===== src/rtl/mem_port_arbiter.sv =====
// Three-requester arbiter for a single-port memory macro: one backscatter read
// port (absolute priority) and two write ports shared round-robin.
module mem_port_arbiter #(
  parameter int unsigned ACT_CYCLES = 2
) (
  input  logic        clk,
  input  logic        reset,
  input  logic        rd_req,
  input  logic [5:0]  rd_addr,
  input  logic [2:0]  rd_sel,
  output logic        rd_ack,
  output logic [15:0] rd_data,
  input  logic        epc_req,
  input  logic [5:0]  epc_addr,
  input  logic [2:0]  epc_sel,
  input  logic [15:0] epc_wdata,
  output logic        epc_ack,
  input  logic        adc_req,
  input  logic [5:0]  adc_addr,
  input  logic [2:0]  adc_sel,
  input  logic [15:0] adc_wdata,
  output logic        adc_ack,
  input  logic        tx_enable,
  input  logic [15:0] mem_read_in,
  output logic [15:0] mem_data_out,
  output logic [5:0]  mem_address,
  output logic [2:0]  mem_sel,
  output logic        PC_B,
  output logic        WE,
  output logic        SE,
  output logic        busy
);

  typedef enum logic [1:0] {
    S_IDLE = 2'd0,
    S_PRE  = 2'd1,
    S_ACT  = 2'd2,
    S_FIN  = 2'd3
  } state_t;

  localparam logic [1:0] G_NONE = 2'd0;
  localparam logic [1:0] G_R0   = 2'd1;
  localparam logic [1:0] G_R1   = 2'd2;
  localparam logic [1:0] G_R2   = 2'd3;
  localparam logic [2:0] ACT_LAST = 3'(ACT_CYCLES - 1);

  state_t      state_q;
  logic [1:0]  owner_q;
  logic        is_wr_q;
  logic        rr_q;       // 0: R1 favoured next, 1: R2 favoured next
  logic [2:0]  cnt_q;
  logic        pcb_q;
  logic        we_q;
  logic        se_q;
  logic [5:0]  addr_q;
  logic [2:0]  sel_q;
  logic [15:0] data_q;
  logic [15:0] rd_data_q;
  logic        rd_ack_q;
  logic        epc_ack_q;
  logic        adc_ack_q;

  logic        adc_elig_s;
  logic [1:0]  gnt_s;
  logic [5:0]  addr_s;
  logic [2:0]  sel_s;
  logic [15:0] wdata_s;

  assign adc_elig_s = adc_req & ~tx_enable;

  // Winner selection and payload mux for the IDLE grant decision
  always_comb begin
    gnt_s   = G_NONE;
    addr_s  = 6'd0;
    sel_s   = 3'd0;
    wdata_s = 16'h0000;
    if (rd_req) begin
      gnt_s = G_R0;
    end else if (epc_req && adc_elig_s) begin
      gnt_s = rr_q ? G_R2 : G_R1;
    end else if (epc_req) begin
      gnt_s = G_R1;
    end else if (adc_elig_s) begin
      gnt_s = G_R2;
    end else begin
      gnt_s = G_NONE;
    end
    case (gnt_s)
      G_R0: begin
        addr_s = rd_addr;
        sel_s  = rd_sel;
      end
      G_R1: begin
        addr_s  = epc_addr;
        sel_s   = epc_sel;
        wdata_s = epc_wdata;
      end
      G_R2: begin
        addr_s  = adc_addr;
        sel_s   = adc_sel;
        wdata_s = adc_wdata;
      end
      default: begin
        addr_s  = 6'd0;
        sel_s   = 3'd0;
        wdata_s = 16'h0000;
      end
    endcase
  end

  // Access sequencer; every macro strobe and ack is a register
  always_ff @(posedge clk or posedge reset) begin
    if (reset) begin
      state_q   <= S_IDLE;
      owner_q   <= G_NONE;
      is_wr_q   <= 1'b0;
      rr_q      <= 1'b0;
      cnt_q     <= 3'd0;
      pcb_q     <= 1'b1;
      we_q      <= 1'b0;
      se_q      <= 1'b0;
      addr_q    <= 6'd0;
      sel_q     <= 3'd0;
      data_q    <= 16'h0000;
      rd_data_q <= 16'h0000;
      rd_ack_q  <= 1'b0;
      epc_ack_q <= 1'b0;
      adc_ack_q <= 1'b0;
    end else begin
      case (state_q)
        S_IDLE: begin
          if (gnt_s != G_NONE) begin
            state_q <= S_PRE;
            owner_q <= gnt_s;
            is_wr_q <= (gnt_s != G_R0);
            addr_q  <= addr_s;
            sel_q   <= sel_s;
            data_q  <= (gnt_s != G_R0) ? wdata_s : 16'h0000;
            pcb_q   <= 1'b0;
            if (gnt_s == G_R1) begin
              rr_q <= 1'b1;
            end else if (gnt_s == G_R2) begin
              rr_q <= 1'b0;
            end else begin
              rr_q <= rr_q;
            end
          end else begin
            state_q <= S_IDLE;
          end
        end
        S_PRE: begin
          state_q <= S_ACT;
          pcb_q   <= 1'b1;
          we_q    <= is_wr_q;
          se_q    <= ~is_wr_q;
          cnt_q   <= 3'd0;
        end
        S_ACT: begin
          if (cnt_q == ACT_LAST) begin
            state_q   <= S_FIN;
            we_q      <= 1'b0;
            se_q      <= 1'b0;
            rd_ack_q  <= (owner_q == G_R0);
            epc_ack_q <= (owner_q == G_R1);
            adc_ack_q <= (owner_q == G_R2);
            if (!is_wr_q) begin
              rd_data_q <= mem_read_in;
            end else begin
              rd_data_q <= rd_data_q;
            end
          end else begin
            cnt_q <= cnt_q + 3'd1;
          end
        end
        S_FIN: begin
          state_q   <= S_IDLE;
          owner_q   <= G_NONE;
          rd_ack_q  <= 1'b0;
          epc_ack_q <= 1'b0;
          adc_ack_q <= 1'b0;
          addr_q    <= 6'd0;
          sel_q     <= 3'd0;
          data_q    <= 16'h0000;
        end
        default: begin
          state_q <= S_IDLE;
        end
      endcase
    end
  end

  assign rd_ack       = rd_ack_q;
  assign rd_data      = rd_data_q;
  assign epc_ack      = epc_ack_q;
  assign adc_ack      = adc_ack_q;
  assign mem_data_out = data_q;
  assign mem_address  = addr_q;
  assign mem_sel      = sel_q;
  assign PC_B         = pcb_q;
  assign WE           = we_q;
  assign SE           = se_q;
  assign busy         = (state_q != S_IDLE);

endmodule


===== config.mk =====
export PLATFORM = sky130hd
export DESIGN_NAME = mem_port_arbiter
export DESIGN_NICKNAME = d
export VERILOG_FILES = /design/src/rtl/mem_port_arbiter.sv
export SDC_FILE = /design/constraint.sdc
export NUM_CORES = 1
export LEC_CHECK = 0
export CORE_MARGIN = 1.5
export CORE_UTILIZATION = 41
export CTS_CLUSTER_SIZE = 25
export DETAILED_ROUTE_END_ITERATION = 6
export PLACE_DENSITY = 0.82
export SLEW_MARGIN = 30
export SYNTH_ARGS = -nofsm -noshare
export SYNTH_HDL_FRONTEND = slang
export SYNTH_SLANG_ARGS = --single-unit

===== constraint.sdc =====
create_clock -name clk -period 2.3 [get_ports clk]
set_input_delay 0.69 -clock clk [delete_from_list [all_inputs] [get_ports clk]]
set_output_delay 0.69 -clock clk [all_outputs]
set_load 0.02 [all_outputs]

==> run_results.csv <==
group,metric,value,unit
status,status,"finished, final reports clean",
floorplan,core-area,0.00631,mm²
critical_path,cp_max_fo,3,
sta,max_freq,0.465,GHz
finish,stdcell_count,446,
drt,routed_wl,6.65,mm
drt,ant_nets,0,
clock_network,cts.sinks,56,
floorplan,die_w,83.8,µm
drt,drc_errors,0,
critical_path,criticalPathCategory,"reg -> out",
sta,setup_total_negative_slack,0,ns
yosys,synth_area_leaders,"dfrtp_1 51%, a22oi_1 7.3%, mux2_2 7.2%",
floorplan,die_y,83.8,µm
sta,timing.hold.ws,0.492,ns
clock_network,clkLatencyLatePin,0.31,ns
power,ir_worst_vdd,0.643,mV
clock_network,cts-buffers-inserted,5,
grt,globalRouteTotalUtil,20.0,%
grt,gr-usage-met1,25.6,%
yosys,syn_area,0.00267,mm²
sta,fin_crit_sh,93.5,%
finish,syn_to_final_growth,56.7,%
placement,dp.cells,438,
grt,use_met2,34.1,%
finish,final_layout_size_suffix_gt1_share,13.6,%
drt,drt-pass1-iter-count,4,
yosys,synth_ff_type,"dfrtp_1",
yosys,postSynthCellCount,234,
drt,routed-via-count,2339,
placement,gp_congestion,0.756,
yosys,synth_nets,321,
clock_network,cts_hold_buf,0,
critical_path,critPathTopFamily,"buffers and inverters",
yosys,yosys_warnings,0,
critical_path,cp.arrival,1.46,ns
clock_network,clkSlewWorstSetupHoldPaths,0.10,ns
finish,n_antenna_cell,0,
yosys,synthArstFlopShare,100,%
drt,wl_per_cell,14.9,µm
yosys,synth_top_area_share,51.5,%
clock_network,htree_levels,2,
critical_path,crit_buf_inv,1,
yosys,ys_top_cells_by_count,"55 x dfrtp_1, 32 x o21ai_0, 26 x a22oi_1",
grt,grt_max_degree,57,
clock_network,cts-root-buf,"clkbuf_8",
grt,grt_pass1_wl,11.4,mm
sta,layout_min_cycle_time,2.15,ns
grt,grt-ovfl-total,0,
placement,port_buffers,128,
yosys,yosysMostFrequentCell,"dfrtp_1",
sta,skew,0.00622,ns
clock_network,clock_path_buffers,2,
yosys,syn_avg_cell_area,11.4,µm²
job,drv_cap,0,
grt,top_usage_layer,"met2",
sta,max_slew_margin,69.8,%
critical_path,critPathSlowestCell,"clkdlybuf4s50_1",
yosys,synth_largest_area_cell,"dfrtp_1",
floorplan,num_rows,29,
drt,avgViaCountPerCell,5.24,
grt,antenna_found_initial,0,
power,powerDensity,1050,mW/mm²
critical_path,worstSetupStartpointType,"flop",
grt,grt_pass1_vias,2426,
grt,grtUsageMet3,5.54,%
sta,grt_setup_unrepaired,"false",
yosys,synth_cell_types,38,
hold_path,min_path_type,"reg -> reg",
critical_path,required,1.61,ns
critical_path,end_kind,"output pin",
drt,drt_iter0_drc,128,
yosys,synth-seq-area-share,52.5,%
sta,finalMaxSlewViolations,0,
finish,fillers,520,
sta,finalHoldViolCount,0,
floorplan,io_pins,129,
sta,setup_viol,0,
sta,tightest_slew,0.454,ns
power,p_leak,1.71,nW
critical_path,worstPathCellList,"clkdlybuf4s50_1",
floorplan,dieArea,0.00701,mm²
critical_path,max_stage_delay,0.60,ns
placement,dp_hpwl,5.12,mm
yosys,synth_seq_cells,56,
floorplan,start_util,42.4,%
clock_network,cts_tree,"done",
yosys,synth-edff-count,0,
finish,nNetsFinal,455,
==> registers in the layout, indices dropped and copies added (netlist names) <==
| signal | cells |
|---|---|
| mem_data_out | 16 |
| rd_data | 16 |
| mem_address | 6 |
| cnt_q | 3 |
| mem_sel | 3 |
| owner_q | 2 |
| state_q | 2 |
| PC_B | 1 |
| SE | 1 |
| WE | 1 |
| adc_ack | 1 |
| epc_ack | 1 |
| is_wr_q | 1 |
| rd_ack | 1 |
| rr_q | 1 |
==> worst paths after layout <==
check	startpoint	end	slack, ns	cells past startpoint
worst min register to register	mem_data_out[0]	mem_data_out[0]	0.49	2
worst min-delay path	mem_data_out[0]	mem_data_out[0]	0.49	2
min in group asynchronous	reset	rd_data[13]	0.76	3
worst max-delay path	PC_B	PC_B	0.15	1
max in group asynchronous	reset	PC_B	1.27	3
worst max register to register	state_q[0]	rd_data[0]	0.43	5
==> final cells by class <==
class	instances	area (µm²)	share of cell area (%)
clock buffer	5	68.8	1.64
clock inverter	3	42.5	1.02
inverter	6	22.5	0.537
multi-input combinational	158	1120	26.7
sequential	56	1400	33.5
tap	77	96.3	2.30
timing repair buffer	141	1440	34.4
==> logic make-up after synthesis <==
group / Yosys count / share of synthesized area [%]
buffers and inverters: 20 / 5.76
adder cells (fa/ha/maj): 6 / 2.81
AND/OR/NAND/NOR: 50 / 10.2
AO/OA/AOI/OAI: 82 / 20.5
flip-flops: 56 / 52.5
multiplexers: 20 / 8.28
==> stage by stage <==
stage	instance area, µm²	setup slack (ns)	power [mW]	util, %
2_1_floorplan	2670	0.240	2.85	-
3_3_place_gp	4080	0.105	3.74	64.6
3_5_place_dp	4080	0.00309	3.81	64.6
4_1_cts	4190	0.139	4.45	66.4
5_1_grt	4190	0.104	4.71	66.4
6_report	4190	0.149	4.41	66.4
==> cell usage in the layout (no fill, tap or decap) <==
cell type	instances
nor2_1	5
or3_1	1
o21ai_0	32
a22oi_1	26
nand2b_1	6
o32ai_1	1
mux2i_1	3
and2b_2	1
nor3_1	1
nor3_4	1
nor3b_2	1
nor2_2	1
nand3_1	4
dfrtp_1	55
o21ai_2	1
nor2b_1	1
dlygate4sd2_1	1
a31oi_1	1
o31ai_1	2
buf_4	8
o21ai_1	6
nand2_1	25
nand2b_4	1
buf_12	5
clkdlybuf4s50_1	127
nor2_8	1
bufinv_16	1
o32ai_4	1
inv_1	4
dfstp_2	1
a21oi_1	2
mux2_2	17
clkinvlp_4	1
and2_1	1
a21oi_2	1
clkbuf_8	5
ha_1	6
inv_2	2
clkinv_2	1
a32oi_1	9
==> metal layers <==
layer	vias to the layer above	part of all wire (%)	wire [µm]
met5	-	0	0
met4	0	1.1	74
met3	8	7.1	473
met2	98	49	3280
met1	1108	42	2820
li1	1125	-	-
==> report_power, final <==
part           switching, mW  internal, mW  total [mW]  leakage, nW
Combinational           1.13          1.09        2.23        0.929
Sequential             0.209          1.33        1.54        0.726
Clock                  0.315         0.322       0.637       0.0541
Total                   1.66          2.75        4.41         1.71
==> repair_timing <==
item,4_1_cts,5_1_grt
gates resized for setup,1,0
setup endpoints to repair,1,0
setup buffers,0,0
Note: power is estimated with default switching activity, not from simulation.
